<file path="src/rtl/clap_pattern_counter.sv">
// Clap tally with refractory echo rejection and single/double classification.
// Timers advance on tick_i strobes; counters saturate or wrap by parameter.
module clap_pattern_counter #(
  parameter int CNT_W      = 32,
  parameter int TIMER_W    = 16,
  parameter int REFRACT    = 1000,
  parameter int DOUBLE_WIN = 20000,
  parameter bit SATURATE   = 1'b1
) (
  input  logic             clk_i,
  input  logic             rst_i,
  input  logic             clr_i,
  input  logic             tick_i,
  input  logic             pulse_i,
  output logic [CNT_W-1:0] clap_cnt_o,
  output logic [CNT_W-1:0] single_cnt_o,
  output logic [CNT_W-1:0] double_cnt_o,
  output logic             single_o,
  output logic             double_o,
  output logic             busy_o,
  output logic             ovf_o
);

  typedef enum logic [1:0] {
    IDLE,
    REF1,
    WAIT2,
    REF2
  } state_t;

  localparam logic [TIMER_W-1:0] REF_LAST = TIMER_W'(REFRACT - 1);
  localparam logic [TIMER_W-1:0] WIN_LAST = TIMER_W'(DOUBLE_WIN - 1);

  state_t             state_q, state_d;
  logic [TIMER_W-1:0] timer_q, timer_d;
  logic [CNT_W-1:0]   clap_q, clap_d;
  logic [CNT_W-1:0]   single_q, single_d;
  logic [CNT_W-1:0]   double_q, double_d;
  logic               sgl_q, sgl_d;
  logic               dbl_q, dbl_d;
  logic               ovf_q, ovf_d;

  logic               inc_clap, inc_single, inc_double;
  logic [CNT_W:0]     clap_b, single_b, double_b;

  // {overflow, next value}: all-ones either holds or wraps
  function automatic logic [CNT_W:0] bump(input logic [CNT_W-1:0] v);
    logic [CNT_W-1:0] n;
    n = v + CNT_W'(1);
    if (&v) n = SATURATE ? v : '0;
    return {&v, n};
  endfunction

  assign clap_b   = bump(clap_q);
  assign single_b = bump(single_q);
  assign double_b = bump(double_q);

  always_comb begin
    state_d    = state_q;
    timer_d    = timer_q;
    clap_d     = clap_q;
    single_d   = single_q;
    double_d   = double_q;
    sgl_d      = 1'b0;
    dbl_d      = 1'b0;
    ovf_d      = ovf_q;
    inc_clap   = 1'b0;
    inc_single = 1'b0;
    inc_double = 1'b0;

    unique case (state_q)
      IDLE: begin
        if (pulse_i) begin
          inc_clap = 1'b1;
          timer_d  = '0;
          state_d  = REF1;
        end
      end
      REF1, REF2: begin
        if (tick_i) begin
          if (timer_q == REF_LAST) begin
            timer_d = '0;
            state_d = (state_q == REF1) ? WAIT2 : IDLE;
          end else begin
            timer_d = timer_q + TIMER_W'(1);
          end
        end
      end
      WAIT2: begin
        // a pulse on the timeout cycle still counts as a double
        if (pulse_i) begin
          inc_clap   = 1'b1;
          inc_double = 1'b1;
          dbl_d      = 1'b1;
          timer_d    = '0;
          state_d    = REF2;
        end else if (tick_i) begin
          if (timer_q == WIN_LAST) begin
            inc_single = 1'b1;
            sgl_d      = 1'b1;
            timer_d    = '0;
            state_d    = IDLE;
          end else begin
            timer_d = timer_q + TIMER_W'(1);
          end
        end
      end
      default: state_d = IDLE;
    endcase

    if (inc_clap) begin
      clap_d = clap_b[CNT_W-1:0];
      ovf_d  = ovf_d | clap_b[CNT_W];
    end
    if (inc_single) begin
      single_d = single_b[CNT_W-1:0];
      ovf_d    = ovf_d | single_b[CNT_W];
    end
    if (inc_double) begin
      double_d = double_b[CNT_W-1:0];
      ovf_d    = ovf_d | double_b[CNT_W];
    end
  end

  always_ff @(posedge clk_i) begin
    if (rst_i || clr_i) begin
      state_q  <= IDLE;
      timer_q  <= '0;
      clap_q   <= '0;
      single_q <= '0;
      double_q <= '0;
      sgl_q    <= 1'b0;
      dbl_q    <= 1'b0;
      ovf_q    <= 1'b0;
    end else begin
      state_q  <= state_d;
      timer_q  <= timer_d;
      clap_q   <= clap_d;
      single_q <= single_d;
      double_q <= double_d;
      sgl_q    <= sgl_d;
      dbl_q    <= dbl_d;
      ovf_q    <= ovf_d;
    end
  end

  assign clap_cnt_o   = clap_q;
  assign single_cnt_o = single_q;
  assign double_cnt_o = double_q;
  assign single_o     = sgl_q;
  assign double_o     = dbl_q;
  assign busy_o       = (state_q != IDLE);
  assign ovf_o        = ovf_q;

endmodule

</file>
<file path="config.mk">
export PLATFORM = sky130hd
export DESIGN_NAME = clap_pattern_counter
export DESIGN_NICKNAME = d
export VERILOG_FILES = /design/src/rtl/clap_pattern_counter.sv
export SDC_FILE = /design/constraint.sdc
export NUM_CORES = 1
export LEC_CHECK = 0
export BUFFER_PORTS_ARGS = -buffer_cell sky130_fd_sc_hd__buf_2
export CORE_UTILIZATION = 60
export CTS_CLUSTER_DIAMETER = 50
export DETAILED_ROUTE_END_ITERATION = 7
export PLACE_DENSITY = 0.85
export SLEW_MARGIN = 10
export SYNTH_ARGS = -nofsm -noshare
export SYNTH_HDL_FRONTEND = slang
export SYNTH_SLANG_ARGS = --single-unit
</file>
<file path="constraint.sdc">
create_clock -name clk_i -period 4.4 [get_ports clk_i]
set_input_delay 0.88 -clock clk_i [delete_from_list [all_inputs] [get_ports clk_i]]
set_output_delay 0.88 -clock clk_i [all_outputs]
set_load 0.05 [all_outputs]
</file>
==> results.sh <==
export IMPL_status="complete, no violations"
export IMPL_setup_worst_path_class="reg2reg"
export IMPL_cts_resized=0
export IMPL_yosys_top_cells_area="sky130_fd_sc_hd__dfxtp_1 (39%), sky130_fd_sc_hd__a21oi_1 (5.6%), sky130_fd_sc_hd__o31ai_1 (4.8%)"
export IMPL_final_util_pct=75.03
export IMPL_synth_enable_flop_cells=0
export IMPL_grt_use_met2_pct=53.74
export IMPL_tritoncts_clock_tree="done"
export IMPL_worstHoldStart="single_cnt_o[11]$_SDFFE_PP0P_"
export IMPL_initialDrtViolationCount=386
export IMPL_critPathRequiredTime_ns=4.76
export IMPL_total_nets_final=814
export IMPL_met1_usage_pct=40.23
export IMPL_tns_ns=0
export IMPL_rsz_0062_raised_after_global_routing="false"
export IMPL_final_min_clock_period_ns=3.029
export IMPL_synth_async_reset_ratio_pct=0
export IMPL_clock_sink_count=117
export IMPL_vias_per_cell=6.548
export IMPL_floorplan_initialDensity_pct=63.19
export IMPL_yosys_warnings=0
export IMPL_synthDominantAreaCellType="sky130_fd_sc_hd__dfxtp_1"
export IMPL_num_rows=35
export IMPL_floorplan_die_area_um2=10320
export IMPL_regToRegSetupSlack_ns=1.37
export IMPL_top_cell_type_s_share_of_synthesized_area_pct=39.37
export IMPL_worst_ir_drop_vdd_mv=0.2171
export IMPL_path_buf_inv=0
export IMPL_critical_path_most_common_cell="sky130_fd_sc_hd__o21ai_1"
export IMPL_drv_max_cap_violation_count=0
export IMPL_overflow=0
export IMPL_timing_max_transition_violations_final=0
export IMPL_timing_critical_path_slowest_cell_delay_ns=0.75
export IMPL_crit_reg2reg_launch="timer_q[0]$_SDFFE_PP0P_"
export IMPL_cts_repair_timing_setup_buffer_count=0
export IMPL_grt_antenna_before_repair=0
export IMPL_worstPathArrival_ns=3.39
export IMPL_boundary_pin_count=105
export IMPL_antenna_cells_inserted=0
export IMPL_floorplan_die_width_um=101.6
export IMPL_top_usage_layer="met2"
export IMPL_place_detailed_instances=915
export IMPL_fin_worst_hold_slack_ns=0.4989
export IMPL_finalHoldViolCount=0
export IMPL_clk_latency_ns=0.51
export IMPL_critical_path_top_delay_family="compound AO/OA/AOI/OAI gates"
export IMPL_ys_seq_elements=117
export IMPL_synth_ff_type="sky130_fd_sc_hd__dfxtp_1"
export IMPL_synth_cell_area_um2=5949
export IMPL_detail_route_drc_violations=0
export IMPL_crit_fanout=13
export IMPL_routed_wire_length_per_instance_um=16.77
export IMPL_cts_hold_buffers_added=0
export IMPL_core_area_um2=9415
export IMPL_pin_count_of_the_biggest_net_entering_global_routing=53
export IMPL_grt_pass1_wl_mm=26.30
export IMPL_postSynthNetCount=729
export IMPL_detail_route_antenna_nets=0
export IMPL_cp_slowest_cell="sky130_fd_sc_hd__o21ai_1"
export IMPL_clock_tree_root_cell="sky130_fd_sc_hd__clkbuf_8"
export IMPL_crit_reg2reg_capture="timer_q[12]$_SDFFE_PP0P_"
export IMPL_worst_setup_hold_path_clk_slew_ns=0.06
export IMPL_number_of_global_route_vias_before_repair=5604
export IMPL_clockBufferDepth=2
export IMPL_floorplan_die_height_um=101.6
export IMPL_cp_start_kind="flop"
export IMPL_min_path_type="reg2reg"
export IMPL_pwr_density_cell_nw_per_um2=349.0
export IMPL_grt_met3_usage_pct=6.694
export IMPL_report_final_setup_viol=0
export IMPL_timing_reg2reg_worst_path_depth=6
export IMPL_max_freq_ghz=0.3301
export IMPL_slew_headroom_pct=35.02
export IMPL_leakage_power_of_the_design_nw=2.422
export IMPL_detailedPlacementHpwl_mm=10.40
export IMPL_final_period_utilization_pct=68.85
export IMPL_worst_slew_pin_slew_ns=0.9645
export IMPL_worstHoldEndpoint="single_cnt_o[11]$_SDFFE_PP0P_"
export IMPL_finish_cell_count_without_fillers=947
export IMPL_synthesis_area_per_instance_um2=8.263
export IMPL_drive_gt1_share_pct=17.48
export IMPL_ys_types=54
export IMPL_endpoint_kind="flop"
export IMPL_synth_cells=720
export IMPL_timing_clock_skew_ns=0.007198
export IMPL_crit_path_cell_trace="ha_1, or4bb_1, o41ai_1, o21ai_1, o21ai_1, nor2_1"
export IMPL_gpl_final_weighted_congestion=0.9078
export IMPL_cts_buffer_count=17
export IMPL_via_count=6201
export IMPL_wire_length_after_detailed_routing_mm=15.88
export IMPL_port_buffer_count=104
export IMPL_holdPathStages=2
export IMPL_grtUsageTotal_pct=31.84
export IMPL_first_pass_iters=6
export IMPL_areaGrowthSynthToFinish_pct=18.74
export IMPL_htree_num_levels=4
export IMPL_synth_yosys_seq_area_share_pct=39.37
## synthesized netlist by cell type, types with 6 or more instances
cell / number
sky130_fd_sc_hd__nand4_1: 39
sky130_fd_sc_hd__nor2_1: 55
sky130_fd_sc_hd__inv_1: 9
sky130_fd_sc_hd__and2_1: 6
sky130_fd_sc_hd__or3_1: 27
sky130_fd_sc_hd__o21ai_0: 26
sky130_fd_sc_hd__a21oi_1: 67
sky130_fd_sc_hd__nand2_1: 52
sky130_fd_sc_hd__and3_1: 12
sky130_fd_sc_hd__nor4_1: 15
sky130_fd_sc_hd__xnor2_1: 31
sky130_fd_sc_hd__o31ai_1: 38
sky130_fd_sc_hd__nand3_1: 42
sky130_fd_sc_hd__nor3_1: 13
sky130_fd_sc_hd__dfxtp_1: 117
sky130_fd_sc_hd__and4_1: 25
sky130_fd_sc_hd__clkbuf_1: 33
sky130_fd_sc_hd__or4_1: 38
sky130_fd_sc_hd__a211oi_1: 6
## cells in the final DEF (no fill, tap or decap), types with 31 or more instances in the layout
| cell type | count |
|---|---|
| sky130_fd_sc_hd__a21oi_1 | 67 |
| sky130_fd_sc_hd__buf_2 | 104 |
| sky130_fd_sc_hd__dfxtp_1 | 117 |
| sky130_fd_sc_hd__nand2_1 | 52 |
| sky130_fd_sc_hd__nand3_1 | 42 |
| sky130_fd_sc_hd__nand4_1 | 39 |
| sky130_fd_sc_hd__nor2_1 | 55 |
| sky130_fd_sc_hd__o31ai_1 | 38 |
| sky130_fd_sc_hd__or4_1 | 38 |
| sky130_fd_sc_hd__xnor2_1 | 31 |
## worst register-to-register path, cell delays in order (launching register included)
cell,delay (ns)
sky130_fd_sc_hd__dfxtp_1,0.41
sky130_fd_sc_hd__ha_1,0.27
sky130_fd_sc_hd__or4bb_1,0.49
sky130_fd_sc_hd__o41ai_1,0.51
sky130_fd_sc_hd__o21ai_1,0.33
sky130_fd_sc_hd__o21ai_1,0.75
sky130_fd_sc_hd__nor2_1,0.12
## layer usage
metal / part of all wire (%) / wire (um)
met1: 43 / 6774
met2: 49 / 7795
met3: 6.9 / 1088
met4: 1.4 / 224
met5: 0 / 0
## sequential cells by signal (all words and copies together) (netlist names)
name and cells:
double_cnt_o 32, timer_q 16, state_q 2, double_o 1
single_cnt_o 32, clap_cnt_o 32, ovf_o 1, single_o 1
## cell families after synthesis
logic type                 synth area share [%]
buffers and inverters                     3.512
AOI/OAI and AO/OA                         17.52
adders and majority gates                0.8413
DFF                                       39.37
xor gates and xnor gates                  5.300
and+or+nand+nor                           32.79
muxes                                    0.6730
## area by class of cell
class                   count  area [um^2]
fillers                   712         2351
clock inverters            10        130.1
flip-flops and latches    117         2342
inverters                   9        33.78
repair buffers            107        555.5
multi-input cells         553         3398
well taps                 129        161.4
clock buffers              22        442.9
## where the power goes
group | total [mW] | switching (mW) | internal (mW)
Sequential | 1.06 | 0.00239 | 1.06
Combinational | 0.0488 | 0.0372 | 0.0116
Clock | 1.35 | 0.481 | 0.872
## per-stage QoR
stage / setup slack [ns] / area (um^2) / power, mW
3_3_place_gp: 1.476 / 6491 / 1.133
3_5_place_dp: 1.409 / 6491 / 1.134
5_1_grt: 1.117 / 7064 / 2.521
2_1_floorplan: 1.879 / 5949 / 1.120
4_1_cts: 1.389 / 7064 / 2.470
6_report: 1.371 / 7064 / 2.466
## worst max-delay path by stage
stage,startpoint,end,depth (start not counted)
4_1_cts,timer_q[0]$_SDFFE_PP0P_,timer_q[12]$_SDFFE_PP0P_,6
2_1_floorplan,double_cnt_o[11]$_SDFFE_PP0P_,double_cnt_o[1]$_SDFFE_PP0P_,7
3_5_place_dp,pulse_i,clap_cnt_o[31]$_SDFFE_PP0P_,6
5_1_grt,timer_q[0]$_SDFFE_PP0P_,timer_q[3]$_SDFFE_PP0P_,6
3_3_place_gp,pulse_i,clap_cnt_o[25]$_SDFFE_PP0P_,6
6_report,timer_q[0]$_SDFFE_PP0P_,timer_q[12]$_SDFFE_PP0P_,6
Note: power is estimated with default switching activity, not from simulation.
